### src/rtl/cd_sector_sequencer.sv
// cd_sector_sequencer
//   Frames the raw 16-bit CD word stream into 2352-byte sectors. It hunts for the
//   12-byte sync pattern, locks onto it, and captures the 4-byte header. Header and
//   data words go into a small show-ahead FIFO. The FIFO paces SH-1 DMA channel 0
//   through a DREQ/RD handshake.
// Ports
//   CLK, RST_N      clock, asynchronous active-low reset
//   EN              transfer enable; low flushes the FIFO and blocks pushes
//   WORD_VLD/WORD_D stream word strobe/data ([7:0] is the earlier byte on disc)
//   RD              pop strobe from the DMA side
//   DOUT            FIFO head word (0 when empty)
//   DREQ            DMA request (registered)
//   LEVEL           FIFO occupancy
//   SYNCED          high while framing data words
//   HDR/HDR_VLD     last captured header {word6, word7} / one-cycle update pulse
//   SECTOR_END      one-cycle pulse after the last word of a sector
//   OVERRUN/CLR_OVR sticky drop flag / its clear strobe
module cd_sector_sequencer #(
    parameter int SECTOR_WORDS = 1176,
    parameter int FIFO_DEPTH   = 16,
    parameter int DREQ_THRESH  = 8,
    localparam int AW = $clog2(FIFO_DEPTH),
    localparam int LW = AW + 1
) (
    input  logic          CLK,
    input  logic          RST_N,
    input  logic          EN,
    input  logic          WORD_VLD,
    input  logic [15:0]   WORD_D,
    input  logic          RD,
    output logic [15:0]   DOUT,
    output logic          DREQ,
    output logic [LW-1:0] LEVEL,
    output logic          SYNCED,
    output logic [31:0]   HDR,
    output logic          HDR_VLD,
    output logic          SECTOR_END,
    output logic          OVERRUN,
    input  logic          CLR_OVR
);
    typedef enum logic {HUNT, DATA} state_t;

    state_t        state, state_n;
    logic [10:0]   cnt, cnt_n;
    logic          data_word, hdr_hi_ld, hdr_lo_ld, last_word;
    logic [15:0]   mem [FIFO_DEPTH];
    logic [AW-1:0] wptr, rptr;
    logic          tail;
    logic          empty, full, push_req, do_push, do_pop, drop;

    // Sync pattern: FF00, FFFF x4, 00FF
    function automatic logic [15:0] sync_word(input logic [10:0] idx);
        case (idx)
            11'd0:   sync_word = 16'hFF00;
            11'd5:   sync_word = 16'h00FF;
            default: sync_word = 16'hFFFF;
        endcase
    endfunction

    always_ff @(posedge CLK or negedge RST_N) begin
        if (!RST_N) begin
            state <= HUNT;
            cnt   <= '0;
        end else begin
            state <= state_n;
            cnt   <= cnt_n;
        end
    end

    always_comb begin
        state_n   = state;
        cnt_n     = cnt;
        data_word = 1'b0;
        hdr_hi_ld = 1'b0;
        hdr_lo_ld = 1'b0;
        last_word = 1'b0;
        if (WORD_VLD) begin
            case (state)
                HUNT: begin
                    if (WORD_D == sync_word(cnt)) begin
                        if (cnt == 11'd5) begin
                            state_n = DATA;
                            cnt_n   = 11'd6;
                        end else begin
                            cnt_n = cnt + 11'd1;
                        end
                    end else begin
                        // A stray FF00 may itself be the start of a real sync.
                        cnt_n = (WORD_D == 16'hFF00) ? 11'd1 : 11'd0;
                    end
                end
                DATA: begin
                    data_word = 1'b1;
                    hdr_hi_ld = (cnt == 11'd6);
                    hdr_lo_ld = (cnt == 11'd7);
                    if (cnt == 11'(SECTOR_WORDS - 1)) begin
                        last_word = 1'b1;
                        state_n   = HUNT;
                        cnt_n     = '0;
                    end else begin
                        cnt_n = cnt + 11'd1;
                    end
                end
                default: begin
                    state_n = HUNT;
                    cnt_n   = '0;
                end
            endcase
        end
    end

    assign SYNCED   = (state == DATA);
    assign empty    = (LEVEL == '0);
    assign full     = (LEVEL == LW'(FIFO_DEPTH));
    assign push_req = data_word & EN;
    assign do_pop   = RD & EN & ~empty;
    // A simultaneous pop frees the head slot, so a full FIFO can still accept.
    assign do_push  = push_req & (~full | do_pop);
    assign drop     = push_req & full & ~do_pop;
    assign DOUT     = empty ? 16'h0000 : mem[rptr];

    always_ff @(posedge CLK) begin
        if (do_push) mem[wptr] <= WORD_D;
    end

    always_ff @(posedge CLK or negedge RST_N) begin
        if (!RST_N) begin
            wptr  <= '0;
            rptr  <= '0;
            LEVEL <= '0;
        end else if (!EN) begin
            wptr  <= '0;
            rptr  <= '0;
            LEVEL <= '0;
        end else begin
            if (do_push) wptr <= wptr + AW'(1);
            if (do_pop)  rptr <= rptr + AW'(1);
            case ({do_push, do_pop})
                2'b10:   LEVEL <= LEVEL + LW'(1);
                2'b01:   LEVEL <= LEVEL - LW'(1);
                default: LEVEL <= LEVEL;
            endcase
        end
    end

    always_ff @(posedge CLK or negedge RST_N) begin
        if (!RST_N) begin
            HDR        <= '0;
            HDR_VLD    <= 1'b0;
            SECTOR_END <= 1'b0;
            OVERRUN    <= 1'b0;
            tail       <= 1'b0;
            DREQ       <= 1'b0;
        end else begin
            if (hdr_hi_ld) HDR[31:16] <= WORD_D;
            if (hdr_lo_ld) HDR[15:0]  <= WORD_D;
            HDR_VLD    <= hdr_lo_ld;
            SECTOR_END <= last_word;
            if (drop)         OVERRUN <= 1'b1;
            else if (CLR_OVR) OVERRUN <= 1'b0;
            // The tail flag lets a short remainder below threshold still drain.
            if (last_word)  tail <= 1'b1;
            else if (empty) tail <= 1'b0;
            DREQ <= EN & ((LEVEL >= LW'(DREQ_THRESH)) | (~empty & tail));
        end
    end
endmodule

### config.mk
export PLATFORM = sky130hd
export DESIGN_NAME = cd_sector_sequencer
export DESIGN_NICKNAME = d
export VERILOG_FILES = /design/src/rtl/cd_sector_sequencer.sv
export SDC_FILE = /design/constraint.sdc
export NUM_CORES = 1
export LEC_CHECK = 0
export BUFFER_PORTS_ARGS = -buffer_cell sky130_fd_sc_hd__buf_2
export CELL_PAD_IN_SITES_DETAIL_PLACEMENT = 1
export CELL_PAD_IN_SITES_GLOBAL_PLACEMENT = 1
export CORE_MARGIN = 2
export CORE_UTILIZATION = 56
export CTS_BUF_LIST = sky130_fd_sc_hd__clkbuf_4 sky130_fd_sc_hd__clkbuf_8 sky130_fd_sc_hd__clkbuf_16
export CTS_CLUSTER_DIAMETER = 50
export DETAILED_ROUTE_END_ITERATION = 6
export PLACE_DENSITY_LB_ADDON = 0.1
export RECOVER_POWER = 25
export SLEW_MARGIN = 20
export SYNTH_ARGS = -nofsm -noshare
export SYNTH_HDL_FRONTEND = slang
export SYNTH_SLANG_ARGS = --single-unit
### constraint.sdc
create_clock -name CLK -period 8.4 [get_ports CLK]
set_input_delay 0.42 -clock CLK [delete_from_list [all_inputs] [get_ports CLK]]
set_output_delay 0.42 -clock CLK [all_outputs]
set_load 0.01 [all_outputs]
Word level (Yosys, flattened, before mapping) --
Memory sizes are Yosys's and may differ from the RTL's. Index checks and enable logic that the tools add are counted. W data, S select, Z words.
Cells by class: reduce and logical (&&, ||, !) cells 4, equal/unequal tests 12, order comparisons 1, mux-type cells 34, add/subtract/negate cells 5, bitwise operators 14
Operators by type and width (count):
- $mux W16 | 3
- $eq A11 B3 Y1 const B | 3
- $mux W11 | 3
- $pmux W16 S2 | 1
- $pmux W11 S2 | 1
- $mux W1 | 19
- $eq A16 B16 Y1 | 1
- $eq A16 B16 Y1 const B | 1
- $mux W4 | 4
- $add A11 B1 Y11 const B | 1
- $eq A11 B11 Y1 const B | 1
- $logic_not A11 Y1 | 1
- $pmux W5 S2 | 1
- $add A4 B1 Y4 const B | 2
- $and A1 B1 Y1 | 8
- $add A5 B1 Y5 const B | 1
- $eq A5 B5 Y1 const B | 1
- $ge A5 B4 Y1 const B | 1
- $logic_not A5 Y1 | 1
- $mux W5 | 1
- $sub A5 B1 Y5 const B | 1
- $ne A2 B1 Y1 const B | 2
- $not A1 Y1 | 4
- $reduce_bool A2 Y1 | 2
- 5 further kinds | 6
Storage, ports and cells: bits in writable memories 256, logic and storage cells 83, output and inout port bits 58, bits in registers 62, memories 1, input bits 22
Memories:
- mem | depth 16, width 16, rd ports 1, clocked after memory_dff 0, wr ports 1, RTL line 46 | logic [15:0] mem [FIFO_DEPTH];

Logic depth before layout (Yosys ltp) --
word-level depth 8, gate-level depth with buffers 9, mapped depth without buffers 8

Worst setup path after synthesis --
OpenSTA, ideal clock, no wires.
kind register to register, start register LEVEL[1], end memory mem[4][0], enable pin, setup time 409 ps, clock period less this slack 2990 ps, buffers on the path 1, required time 7991 ps, slack 5410 ps, arrival time 2581 ps, cell stages (with the launch flop) 6, path through dfrtp_1 clkbuf_1 nor3_1 a31oi_1 nand2_1 nor3_1
Between the ends: cells in the longest elaborated chain, start to end 7, elaborated cells between the ends (all ways) 9, those cells by class eq/ne: 1; mux: 2; bitwise: 5; reduce/logical: 1
RTL lines:
- start, declared | RTL line 33 | output logic [LW-1:0] LEVEL,
- start signal, assigned | RTL line 139 | 2'b10: LEVEL <= LEVEL + LW'(1);
- start signal, assigned | RTL line 140 | 2'b01: LEVEL <= LEVEL - LW'(1);
- $logic_not A5 Y1 | RTL line 113 | assign empty = (LEVEL == '0);
- $not A1 Y1 | RTL line 116 | assign do_pop = RD & EN & ~empty;
- $and A1 B1 Y1 | RTL line 116
- $or A1 B1 Y1 (*) | RTL line 118 | assign do_push = push_req & (~full | do_pop);
- $and A1 B1 Y1 (*) | RTL line 118
- $mux W1 (*) | RTL line 123 | if (do_push) mem[wptr] <= WORD_D;
- $mux W1 (not written as such) (*) | RTL line 123
- end, declared | RTL line 46
Mark *: on every way between the ends. The rest lies on a longest branch, timed or not.

Final worst setup path --
start register rptr[0], end output DOUT[15]
Between the ends: cells in the longest elaborated chain, start to end 2
RTL lines:
- start, declared | RTL line 47 | logic [AW-1:0] wptr, rptr;
- start signal, assigned | RTL line 137 | if (do_pop) rptr <= rptr + AW'(1);
- $mem_v2 Z16 W16
- $mux W16 | RTL line 120 | assign DOUT = empty ? 16'h0000 : mem[rptr];
- end, declared | RTL line 31 | output logic [15:0] DOUT,
Every way passes these cells.

==> run metrics <==
overall global routing resource usage=0.286; cell taking the most area after synthesis=sky130_fd_sc_hd__edfxtp_1; first-pass GRT wire length=51.0 mm; post-route core utilization=0.654; dominant synthesized flop cell=sky130_fd_sc_hd__edfxtp_1; cell with the biggest individual delay on the critical path=sky130_fd_sc_hd__dfrtp_4; hold-fix buffer count after cts=0; cell area after placement=13700 um^2; Worst path max stage delay=0.90 ns; clk slew on worst S/H paths=0.06 ns; upper clock frequency limit=259 MHz; worst slew pin tran=1.14 ns; worst-path maximum fanout=63; total number of H-tree levels=2; Std-Cell Rows=55; kind of path behind the tightest hold check=input pin to asynchronous set/reset pin; number of setup buffers added after CTS=0; Yosys reg bits=318; hold violation count in the final report=0; mux share of post-synthesis cell area=0.136; cell type group with the largest total delay on the critical path=buffers and inverters; Clk Tree Root Cell=sky130_fd_sc_hd__clkbuf_16; total count of max-transition violations in the final report=0; layout overhead on the synthesized area=14.4%; half-perimeter wire length of the detailed placement result=19.5 mm; Post-Syn Nets=800; data required time of the worst path=7.98 ns; post-placement worst setup slack=4.76 ns; number of routed nets with antenna violations=0; # diodes=0; pin count of the biggest net entering global routing=64; core region area=22700 um^2; sequential area share after synthesis=0.712; Worst Path Class, Setup=flop to output port; least setup slack across all paths after layout=4.54 ns; static leakage=5.20 nW; WL per Instance=28.8 um; die boundary height=156 um; start point of the critical path=rptr[0]; count of flip-flops with a built-in enable after synthesis=256; Buf+Inv Stages, Crit Path=2; number of DRC markers in iteration 0=572; average cell area after synthesis=16.9 um^2; routed wire length=33.7 mm; Remaining DRCs=0; final worst clock skew=0.0159 ns; final worst path period need=3.86 ns; antenna violations before repair=0; die width=156 um; placed cell count=1107; post-synthesis instance total=767; placer's final routability congestion estimate=0.822; remaining max-slew budget at the tightest pin=0.238; top cells by area in the synthesized netlist=sky130_fd_sc_hd__edfxtp_1 (59%), sky130_fd_sc_hd__dfrtp_1 (12%), sky130_fd_sc_hd__mux4_2 (5.6%), sky130_fd_sc_hd__mux2i_1 (5.2%), sky130_fd_sc_hd__mux2_2 (2.8%); die area=24400 um^2; routed vias=7635; effective utilization at floorplan=0.571; count of final setup violators=0; combinational family with the most area after synthesis=multiplexers; number of I/O port buffers=79; total congestion overflow after global routing=0; basic-gate share of the synthesized area counting and, or, nand and nor cells=0.0500; Async SR Flop Fraction=0.195; unrepaired setup endpoints after global routing=no; post-synthesis share of cell area spent on xor and xnor gates=0.0108; worst reg2reg path startpoint=SYNCED; ordered cell list for the critical path=buf_6, mux2i_1, o221ai_1, o32a_1, nand2_1, a21oi_1, buf_2; run status=complete, no violations; io pins=80; CTS buffer count=34; fraction of final layout cells sized beyond drive strength 1=0.257; fraction of the mapped netlist area in compound gates=0.0642; NumNets Final=892; crit end category=output port; Total Power Consumption=3.28 mW; per-cell via count in the routed design=6.54; post-cts resize count=0; startpoint class of the critical path=flop; Synth Warn #=0; Worst Hold Margin=0.103 ns; count of distinct cell types in the synthesized netlist=54; Design Area, Final=14800 um^2; post-synthesis share of cell area spent on full adders, half adders and majority gates=0.0106; clock tree from TritonCTS=done; final non-filler cell total=1168; maximum vdd ir drop=0.000137 V; worst path arrival time=3.44 ns; setup TNS=0 ns; top cell type's share of synthesized area=0.593; Max Cap Violations=0; clk sink count=318; filler cell count in the final layout=1994; power per cell area=221 nW/um^2; vias in the first global route=8401; clock latency reported for the late side of the worst-skew pair=0.51 ns; Final Cycle Share=0.459; CTS Buffer Depth=3; Post-Synthesis Cell Area=13000 um^2; Pre-Repair DR Iteration Count=5
-- cells by family after synthesis --
| logic type | after synthesis |
|---|---|
| AOI/OAI and AO/OA | 113 |
| xor gates and xnor gates | 16 |
| adders and majority gates | 11 |
| buffers and inverters | 51 |
| DFF | 318 |
| muxes | 132 |
| and+or+nand+nor | 126 |
-- final timing paths --
path	end	slack [ns]	cells after the start
max	DOUT[15]	4.54	7
min	cnt[6]	0.10	2
max reg2reg	mem[3][14]	5.46	5
min reg2reg	HDR[6]	0.50	1
max in group asynchronous	rptr[0]	7.71	2
min in group CLK	OVERRUN	0.12	2
-- cells in the mapped netlist (all sizes together) (3+ instances only) --
cell / count
nor3: 9
nand2: 33
clkbuf: 24
mux4: 32
dfrtp: 62
nor4: 3
or4: 3
o21ai: 22
and2: 13
mux2: 32
o22ai: 17
inv: 13
buf: 14
or3: 5
edfxtp: 256
mux2i: 68
nor2: 26
o221ai: 16
a21oi: 20
nand2b: 3
ha: 11
nand4: 10
xor2: 7
o32a: 16
nand3: 13
xnor2: 9
-- layout by cell type (no fill, tap or decap), types with 4 or more instances in the layout --
cell type,Yosys,layout
sky130_fd_sc_hd__nand2_1,33,33
sky130_fd_sc_hd__dfrtp_1,62,61
sky130_fd_sc_hd__nand3_1,13,13
sky130_fd_sc_hd__o32a_1,16,16
sky130_fd_sc_hd__o221ai_1,16,16
sky130_fd_sc_hd__edfxtp_1,256,256
sky130_fd_sc_hd__clkinv_1,0,4
sky130_fd_sc_hd__nand4_1,10,10
sky130_fd_sc_hd__buf_4,1,13
sky130_fd_sc_hd__buf_2,7,67
sky130_fd_sc_hd__xor2_1,7,7
sky130_fd_sc_hd__bufinv_16,0,4
sky130_fd_sc_hd__mux4_2,32,32
sky130_fd_sc_hd__a21oi_1,18,18
sky130_fd_sc_hd__and2_2,0,7
sky130_fd_sc_hd__and2_1,13,6
sky130_fd_sc_hd__o21ai_0,22,22
sky130_fd_sc_hd__nor2_1,26,26
sky130_fd_sc_hd__nor3_1,9,5
sky130_fd_sc_hd__inv_1,13,13
sky130_fd_sc_hd__or3_1,4,4
sky130_fd_sc_hd__mux2i_1,68,68
sky130_fd_sc_hd__mux2_2,32,32
sky130_fd_sc_hd__clkbuf_16,0,35
sky130_fd_sc_hd__clkinv_2,0,5
sky130_fd_sc_hd__xnor2_1,9,9
sky130_fd_sc_hd__clkbuf_4,0,7
sky130_fd_sc_hd__nor3_2,0,4
sky130_fd_sc_hd__clkbuf_1,24,12
sky130_fd_sc_hd__o22ai_1,17,17
sky130_fd_sc_hd__ha_1,11,11
-- sequential cells by signal (all words and copies together) (netlist names) --
| name | flops |
|---|---|
| mem | 256 |
| HDR | 32 |
| LEVEL | 5 |
| OVERRUN | 1 |
| cnt | 11 |
| wptr | 4 |
| rptr | 4 |
| SECTOR_END | 1 |
| DREQ | 1 |
| tail | 1 |
| HDR_VLD | 1 |
| SYNCED | 1 |
-- power by group --
group          leakage (nW)  internal [mW]  switching [mW]
clock                 0.565          0.927           0.603
combinational          1.48        0.00598          0.0390
sequential             3.16           1.70        0.000411
-- worst register-to-register path: stages, from the launching register on --
cell	delay, ns
sky130_fd_sc_hd__dfrtp_1	0.63
sky130_fd_sc_hd__nand3_1	0.18
sky130_fd_sc_hd__a31oi_1	0.65
sky130_fd_sc_hd__nor3b_1	0.40
sky130_fd_sc_hd__and2_1	0.55
sky130_fd_sc_hd__buf_8	0.24
-- area by class of cell --
class / instances / area (um^2) / share of cell area
sequential: 318 / 9240 / 0.623
multi-input combinational: 398 / 3550 / 0.239
clock buffer: 44 / 956 / 0.0644
timing repair buffer: 94 / 504 / 0.0340
tap: 285 / 357 / 0.0240
clock inverter: 16 / 184 / 0.0124
inverter: 13 / 48.8 / 0.00329
-- metal layers --
| metal | track usage | part of all wire |
|---|---|---|
| met5 | 0 | 0 |
| met4 | 0.112 | 0.037 |
| met3 | 0.0408 | 0.060 |
| met2 | 0.485 | 0.50 |
| met1 | 0.376 | 0.40 |
No activity file was read; power rests on OpenSTA's default activity.
